File: src/rtl/mem_ctrl_pkg.sv
// mem_ctrl_pkg: FSM encoding and width helpers for mem_controller_n.
// Shared by the controller top and its request arbiter.
package mem_ctrl_pkg;

   typedef enum logic [1:0] {
      IDLE  = 2'd0,
      ISSUE = 2'd1,
      WAIT  = 2'd2,
      ACK   = 2'd3
   } state_e;

   function automatic int idx_w(input int n);
      return (n > 1) ? $clog2(n) : 1;
   endfunction

   function automatic int cnt_w(input int lat);
      return (lat > 1) ? $clog2(lat + 1) : 1;
   endfunction

endpackage

File: src/rtl/mem_controller_n_arb.sv
// rr_arbiter: N-way request arbiter for mem_controller_n.
// MEMCTRL_RR_EN selects round-robin; otherwise fixed lowest-index priority.
module rr_arbiter
   import mem_ctrl_pkg::*;
#(
   parameter int N  = 3,
   parameter int IW = 2
) (
   input  logic          clk,
   input  logic          rst,
   input  logic [N-1:0]  req_i,
   input  logic          advance_i,
   output logic [N-1:0]  gnt_o,
   output logic [IW-1:0] idx_o
);

   logic found;

`ifdef MEMCTRL_RR_EN
   logic [IW-1:0] ptr_q, ptr_d;

   // Indices above the pointer first, then wrap to the lowest index.
   always_comb begin
      found = 1'b0;
      idx_o = '0;
      for (int i = 0; i < N; i++) begin
         if (!found && req_i[i] && (IW'(i) > ptr_q)) begin
            found = 1'b1;
            idx_o = IW'(i);
         end
      end
      for (int i = 0; i < N; i++) begin
         if (!found && req_i[i]) begin
            found = 1'b1;
            idx_o = IW'(i);
         end
      end
      gnt_o = found ? (N'(1) << idx_o) : '0;
      ptr_d = advance_i ? idx_o : ptr_q;
   end

   always_ff @(posedge clk) begin
      if (rst) begin
         ptr_q <= IW'(N - 1);
      end else begin
         ptr_q <= ptr_d;
      end
   end
`else
   logic unused_ok;
   assign unused_ok = ^{clk, rst, advance_i};

   always_comb begin
      found = 1'b0;
      idx_o = '0;
      for (int i = 0; i < N; i++) begin
         if (!found && req_i[i]) begin
            found = 1'b1;
            idx_o = IW'(i);
         end
      end
      gnt_o = found ? (N'(1) << idx_o) : '0;
   end
`endif

endmodule

File: src/rtl/mem_controller_n.sv
// mem_controller_n: N-channel arbiter onto one synchronous single-port RAM.
// Define MEMCTRL_RR_EN for round-robin arbitration (default fixed priority).
module mem_controller_n
   import mem_ctrl_pkg::*;
#(
   parameter int N      = 3,
   parameter int AW     = 8,
   parameter int DW     = 8,
   parameter int RD_LAT = 1
) (
   input  logic            clk,
   input  logic            rst,
   input  logic [N-1:0]    rden,
   input  logic [N-1:0]    wren,
   input  logic [N*AW-1:0] Address,
   input  logic [N*DW-1:0] Din,
   input  logic [DW-1:0]   RAMq,
   output logic [N-1:0]    acq,
   output logic [N*DW-1:0] Dq,
   output logic [AW-1:0]   RAMAddress,
   output logic [DW-1:0]   RAMDin,
   output logic            RAMwren
);

   localparam int IW = idx_w(N);
   localparam int CW = cnt_w(RD_LAT);

   state_e          state_q, state_d;
   logic [IW-1:0]   g_q, g_d;
   logic            wr_q, wr_d;
   logic [AW-1:0]   addr_q, addr_d;
   logic [DW-1:0]   din_q, din_d;
   logic [CW-1:0]   cnt_q, cnt_d;
   logic [N*DW-1:0] dq_q, dq_d;

   logic [N-1:0]    req;
   logic [N-1:0]    gnt;
   logic [IW-1:0]   gnt_idx;
   logic            grant;

   assign req   = rden | wren;
   assign grant = (state_q == IDLE) && (|gnt);

   rr_arbiter #(
      .N  (N),
      .IW (IW)
   ) u_arb (
      .clk       (clk),
      .rst       (rst),
      .req_i     (req),
      .advance_i (grant),
      .gnt_o     (gnt),
      .idx_o     (gnt_idx)
   );

   always_comb begin
      state_d = state_q;
      g_d     = g_q;
      wr_d    = wr_q;
      addr_d  = addr_q;
      din_d   = din_q;
      cnt_d   = cnt_q;
      dq_d    = dq_q;
      unique case (state_q)
         IDLE: begin
            if (grant) begin
               g_d     = gnt_idx;
               wr_d    = wren[gnt_idx];
               addr_d  = Address[gnt_idx*AW +: AW];
               din_d   = Din[gnt_idx*DW +: DW];
               state_d = ISSUE;
            end
         end
         ISSUE: begin
            if (wr_q) begin
               state_d = ACK;
            end else begin
               cnt_d   = CW'(RD_LAT);
               state_d = WAIT;
            end
         end
         WAIT: begin
            if (cnt_q == CW'(1)) begin
               dq_d[g_q*DW +: DW] = RAMq;
               state_d = ACK;
            end else begin
               cnt_d = cnt_q - 1'b1;
            end
         end
         ACK: begin
            state_d = IDLE;
         end
         default: begin
            state_d = IDLE;
         end
      endcase
   end

   // RAM-side outputs come straight from the capture registers.
   assign acq        = (state_q == ACK) ? (N'(1) << g_q) : '0;
   assign RAMwren    = (state_q == ISSUE) && wr_q;
   assign RAMAddress = addr_q;
   assign RAMDin     = din_q;
   assign Dq         = dq_q;

   always_ff @(posedge clk) begin
      if (rst) begin
         state_q <= IDLE;
         g_q     <= '0;
         wr_q    <= 1'b0;
         addr_q  <= '0;
         din_q   <= '0;
         cnt_q   <= '0;
         dq_q    <= '0;
      end else begin
         state_q <= state_d;
         g_q     <= g_d;
         wr_q    <= wr_d;
         addr_q  <= addr_d;
         din_q   <= din_d;
         cnt_q   <= cnt_d;
         dq_q    <= dq_d;
      end
   end

endmodule
File: config.mk
export PLATFORM = sky130hd
export DESIGN_NAME = mem_controller_n
export DESIGN_NICKNAME = d
export VERILOG_FILES = /design/src/rtl/mem_ctrl_pkg.sv /design/src/rtl/mem_controller_n_arb.sv /design/src/rtl/mem_controller_n.sv
export SDC_FILE = /design/constraint.sdc
export NUM_CORES = 1
export LEC_CHECK = 0
export CORE_UTILIZATION = 50
export CTS_CLUSTER_DIAMETER = 30
export CTS_CLUSTER_SIZE = 10
export DETAILED_ROUTE_END_ITERATION = 6
export DONT_BUFFER_PORTS = 1
export PLACE_DENSITY = 0.65
export SLEW_MARGIN = 25
export SYNTH_ARGS = -nofsm -noshare
export SYNTH_HDL_FRONTEND = slang
export SYNTH_SLANG_ARGS = --single-unit
File: constraint.sdc
create_clock -name clk -period 1.8 [get_ports clk]
set_clock_uncertainty 0.1 [all_clocks]
set_input_delay 0.36 -clock clk [delete_from_list [all_inputs] [get_ports clk]]
set_output_delay 0.36 -clock clk [all_outputs]
set_load 0.05 [all_outputs]
**Yosys cells after proc, flatten, opt, wreduce, memory -nomap -nowiden**

Cells that the tools add are included.

- Bits in registers: 46
- Input port bits: 64
- Output and inout bits: 44
- Word-level logic and storage cells: 53

- Add/subtract/negate cells: 2
- Order comparisons: 1
- Equality and inequality tests: 6
- Shift-type cells: 6
- Muxes and demuxes: 17
- Bitwise logic cells: 1
- Reduce and logical (&&, ||, !) cells: 13

Operator list:

| cell | number |
|---|---|
| $shiftx A24 B6 Y8 | 2 |
| $neg A5 Y34 | 1 |
| $shift A8 B34 Y24 const A | 1 |
| $shiftx A8 B34 Y24 | 1 |
| $bwmux W24 | 1 |
| $mux W1 | 8 |
| $pmux W2 S4 | 1 |
| $reduce_and A2 Y1 | 4 |
| $mux W2 | 3 |
| $mux W3 | 2 |
| $ne A2 B2 Y1 const B | 3 |
| $shl A1 B2 Y3 const A | 2 |
| $eq A2 B2 Y1 const B | 2 |
| $logic_and A1 B1 Y1 | 4 |
| $lt A2 B3 Y1 const B | 1 |
| $or A3 B3 Y3 | 1 |
| $reduce_or A3 Y1 | 1 |
| $bmux W1 S2 | 1 |
| $eq A2 B1 Y1 const B | 1 |
| $logic_not A1 Y1 | 2 |
| $logic_not A2 Y1 | 1 |
| $pmux W1 S2 | 1 |
| $reduce_bool A2 Y1 | 1 |
| $sub A1 B1 Y1 const B | 1 |

**Longest topological paths before layout**

- Depth in word-level cells: 14
- Depth in mapped cells: 8
- Gate-level depth less buffers: 6

**Cells and area by module**

A second synthesis with hierarchy kept.

- Cell total of the unflattened synthesis: 261
- Area total of the unflattened synthesis: 2,381.0 um^2

By module, submodules not included:

| module | instances | cells each | area each (um^2) | seq. area each (um^2) |
|---|---|---|---|---|
| mem_controller_n | 1 | 256 | 2,348.5 | 920.9 |
| rr_arbiter | 1 | 5 | 32.5 | 0.0 |

**Worst setup path before layout**

OpenSTA, ideal clock, no wires.

- Path type: register to register
- From: register g_q[0]
- To: register dq_q[0], in the netlist Dq[0]
- Setup time: 0.066 ns
- Arrival: 1.577 ns
- Required time: 1.634 ns
- Path slack: 0.057 ns
- Stages on the path, launching flop included: 7
- Buffers on the path: 0
- Clock period less this slack: 1.743 ns
- Path through: dfxtp_1 inv_1 ha_1 nand4bb_1 nor2_1 a22oi_1 nor2_1

- Longest elaborated chain between the ends: 3
- Elaborated cells between the ends (all ways): 4
- Those cells by class: add/sub: 1; shift: 2; mux: 1

RTL lines:

| element | line | source |
|---|---|---|
| start, declared | mem_controller_n.sv:29 | `logic [IW-1:0] g_q, g_d;` |
| start signal, assigned | mem_controller_n.sv:117 | `g_q <= g_d;` |
| $neg A5 Y34 (*) | mem_controller_n.sv:84 | `dq_d[g_q*DW +: DW] = RAMq;` |
| $shiftx A8 B34 Y24 / $shift A8 B34 Y24 (equally long branches) | mem_controller_n.sv:84 |  |
| $bwmux W24 (*) | mem_controller_n.sv:84 |  |
| end signal, assigned | mem_controller_n.sv:122 | `dq_q <= dq_d;` |
| end, declared | mem_controller_n.sv:34 | `logic [N*DW-1:0] dq_q, dq_d;` |

Mark *: on every way between the ends. The rest lies on a longest branch, timed or not.
A chain may end at the register's enable or synchronous reset.

**Final worst setup path**

- From: register g_q[0]
- To: output port acq[1]

- Longest elaborated chain between the ends: 2

RTL lines:

| element | line | source |
|---|---|---|
| $shl A1 B2 Y3 | mem_controller_n.sv:100 | `assign acq = (state_q == ACK) ? (N'(1) << g_q) : '0;` |
| $mux W3 | mem_controller_n.sv:100 |  |
| end, declared | mem_controller_n.sv:18 | `output logic [N-1:0] acq,` |

No other way between the ends.

==> results.md <==
* Root buf cell: clkbuf_8
* R2R cell count at 5
* Post-route DRC at 0
* Number of synthesized flops with an enable pin at 0
* CP Max Fanout at 7
* Status: finished clean
* Ys Warns at 0
* Critical path's top delay family: flip-flops
* First-pass GRT wire length at around 8.8 mm
* Placed cell area at 2370 um2
* HPWL after DPL at around 3.8 mm
* Yosys cell types at 37
* Detail Route Antenna Nets at 0
* Clock slew at reported path FFs at 0.09 ns
* Final worst-path cycle share at 97.0%
* Die width at ~69 um
* WL/cell at roughly 17 um
* Slew Limit Fails at 0
* Yosys reg bits at 46
* Critical Path RT at 1.34 ns
* Slowest cell delay on critical path at around 0.34 ns
* Slew HR at 60.6%
* CTS buffer count at 5
* Sequential share of the synthesized area at between 40 and 50%
* Worst Hold Launch: rst
* Critical path cell sequence: buf_6, ha_1, and2_1, buf_6
* Async SR Flop Fraction at 0%
* Largest net degree at the start of global routing at 33
* Final WL at 5.55 mm
* Setup WS pre-CTS at just over 0.08 ns
* CP Depth at 4
* IO Port Bufs at 0
* GR Overflow Total at 0
* CP max-delay cell: dfxtp_2
* Clock Latency Late Sink at 0.30 ns
* Hold Path Depth at 1
* Io pins at around 110
* CTS max path bufs at 2
* Lkg Pwr at 0.905 nW
* Final number of hold-violating endpoints at 0
* CTS tree: done
* Kind of critical path: reg2out
* CTS sink cnt at 46
* Final Power at 3.40 mW
* Core area at roughly 4400 um2
* Via count at between 1500 and 2000
* Min-delay worst type: in2reg
* H-tree Lvls at 2
* Chip height at 69.2 um
* Max_cap viols at 0
* Worst Setup End Kind: primary output
* Total track usage at 22.6%
* Reg2reg start: state_q[0]
* TritonRoute pass-1 iters at 4
* Setup Viol. Count Final at 0
* Max rail drop VDD at between 0.7 and 0.8 mV
* Share of layout cells above drive strength 1 at 18.4%
* WHS at approximately 0.020 ns
* Bufs and invs on worst path at 2
* Antenna cells at 0
* Initial antenna violation count at 0
* Syn avg cell area at 8.93 um2
* Full die area at 4790 um2
* Design Area, Final at roughly 2600 um2
* Layout area overhead at 13.6%
* Vias in the first global route at 1794
* Utilization after layout at about three fifths
* Main flop type after synthesis: dfxtp_1
* Initial Utilization at 51.9%
* Cells after Synth at 253
* Power Density at 1320 nW/um2
* Hold Path Sink: g_q[0]
* Via density per instance at 6.24
* Cell mode on critical path: buf_6
* Data arrival, critical path at ~1.3 ns
* Worst Max-Slew Pin Slew at about 0.6 ns
* R2r endpoint: RAMAddress[1]
* Syn Nets at 327
* CP startpoint kind: flop
* Cell area after synthesis at 2260 um2
* DRT iter0 DRCs at 95
* FMAX at 0.572 GHz
* Routability cong. at approximately 0.86
* Post-route worst setup slack at 0.0533 ns
* Flop-to-flop setup slack at around 0.14 ns
* # rows at 24
* Final nets at 339
* Final critical-path required period at 1.75 ns
[power breakdown]
| group | internal (mW) | switching [mW] |
|---|---|---|
| logic | 0.384 | 0.517 |
| clock network | 0.423 | 0.386 |
| registers | 1.19 | 0.504 |
[cells in the final DEF, fill, tap and decap left out, drive strengths merged]
cell / netlist / routed
nand2b: 3 / 3
nor2b: 2 / 2
a221oi: 2 / 2
or2: 2 / 2
a31oi: 1 / 1
mux2i: 1 / 1
o41ai: 1 / 1
nand2: 2 / 2
a21boi: 1 / 1
nand3: 19 / 19
and3: 16 / 16
nand3b: 1 / 1
dlygate4sd3: 0 / 3
inv: 7 / 7
ha: 10 / 10
nand4bb: 1 / 1
dfxtp: 46 / 46
nor3: 5 / 5
o2bb2ai: 16 / 16
o21ai: 36 / 36
and2: 3 / 3
nor4: 2 / 2
a32oi: 1 / 1
nor2: 33 / 33
clkinvlp: 0 / 2
bufinv: 0 / 1
a21oi: 3 / 3
buf: 7 / 17
a22oi: 24 / 24
clkbuf: 8 / 5
[layer usage]
metal  vias to the layer above  GRT usage [%]  wire, um
li1                        954              -         -
met1                       932           28.3      2380
met4                         0           8.39        61
met2                        92           35.4      2650
met5                         -              0         0
met3                         6           8.58       459
[area by class of cell]
class | instances | area, um2
Multi-Input combinational cell | 185 | 1250
Clock buffer | 5 | 68.8
Fill cell | 407 | 1790
Clock inverter | 3 | 48.8
Sequential cell | 46 | 927
Tap cell | 52 | 65.1
Timing Repair Buffer | 20 | 178
Inverter | 7 | 30.0
[per-stage QoR]
step	setup TNS, ns	instances
floorplan	0	253
global placement	0	306
detailed placement	0	306
CTS	0	315
global route	-0.00588	318
finish	0	318
[repair_timing]
action	4_1_cts	5_1_grt
pin swaps	0	1
hold endpoints to repair	1	7
resized for setup	6	8
endpoints found under the setup margin	3	8
hold buffers	1	2
buffers inserted	0	1
[Yosys cell counts, types with 2 or more instances]
| library cell | instances | area, um2 |
|---|---|---|
| dfxtp_1 | 46 | 921 |
| o21ai_0 | 35 | 175 |
| nor2_1 | 31 | 116 |
| a22oi_1 | 24 | 180 |
| nand3_1 | 16 | 80.1 |
| o2bb2ai_1 | 16 | 140 |
| and3_1 | 14 | 87.6 |
| ha_1 | 10 | 125 |
| inv_1 | 7 | 26.3 |
| clkbuf_1 | 4 | 15.0 |
| clkbuf_2 | 4 | 20.0 |
| nor3_1 | 4 | 20.0 |
| a21oi_1 | 3 | 15.0 |
| and2_1 | 3 | 18.8 |
| buf_4 | 3 | 22.5 |
| nand2b_1 | 3 | 18.8 |
| nand3_2 | 3 | 30.0 |
| a221oi_1 | 2 | 17.5 |
| and3_2 | 2 | 15.0 |
| buf_2 | 2 | 10.0 |
| buf_6 | 2 | 22.5 |
| nand2_1 | 2 | 7.51 |
| nor2b_1 | 2 | 12.5 |
| nor4_4 | 2 | 42.5 |
[registers in the layout, indices dropped and copies added (netlist names)]
name	flops
wr_q	1
RAMDin	8
g_q	2
cnt_q	1
RAMAddress	8
Dq	24
state_q	2
[worst max path at each step]
stage	from	endpoint	slack [ns]
final	g_q[0]	acq[1]	0.05
after global routing	state_q[0]	RAMAddress[7]	-0.004
after global placement	wren[2]	RAMDin[3]	0.14
after floorplan	g_q[0]	Dq[0]	0.06
after CTS	state_q[1]	RAMwren	0.003
after detailed placement	wren[2]	RAMDin[3]	0.08
[cells by family (layout without fill, tap and decap cells)]
logic type	count (synthesis)	count (layout)	share of synthesized area, %
AOI/OAI and AO/OA	85	85	25.6
buffers and inverters	22	35	5.15
adders and majority gates	10	10	5.54
and+or+nand+nor	89	89	22.5
DFF	46	46	40.8
muxes	1	1	0.443
Power figures use the tool's default switching activity.
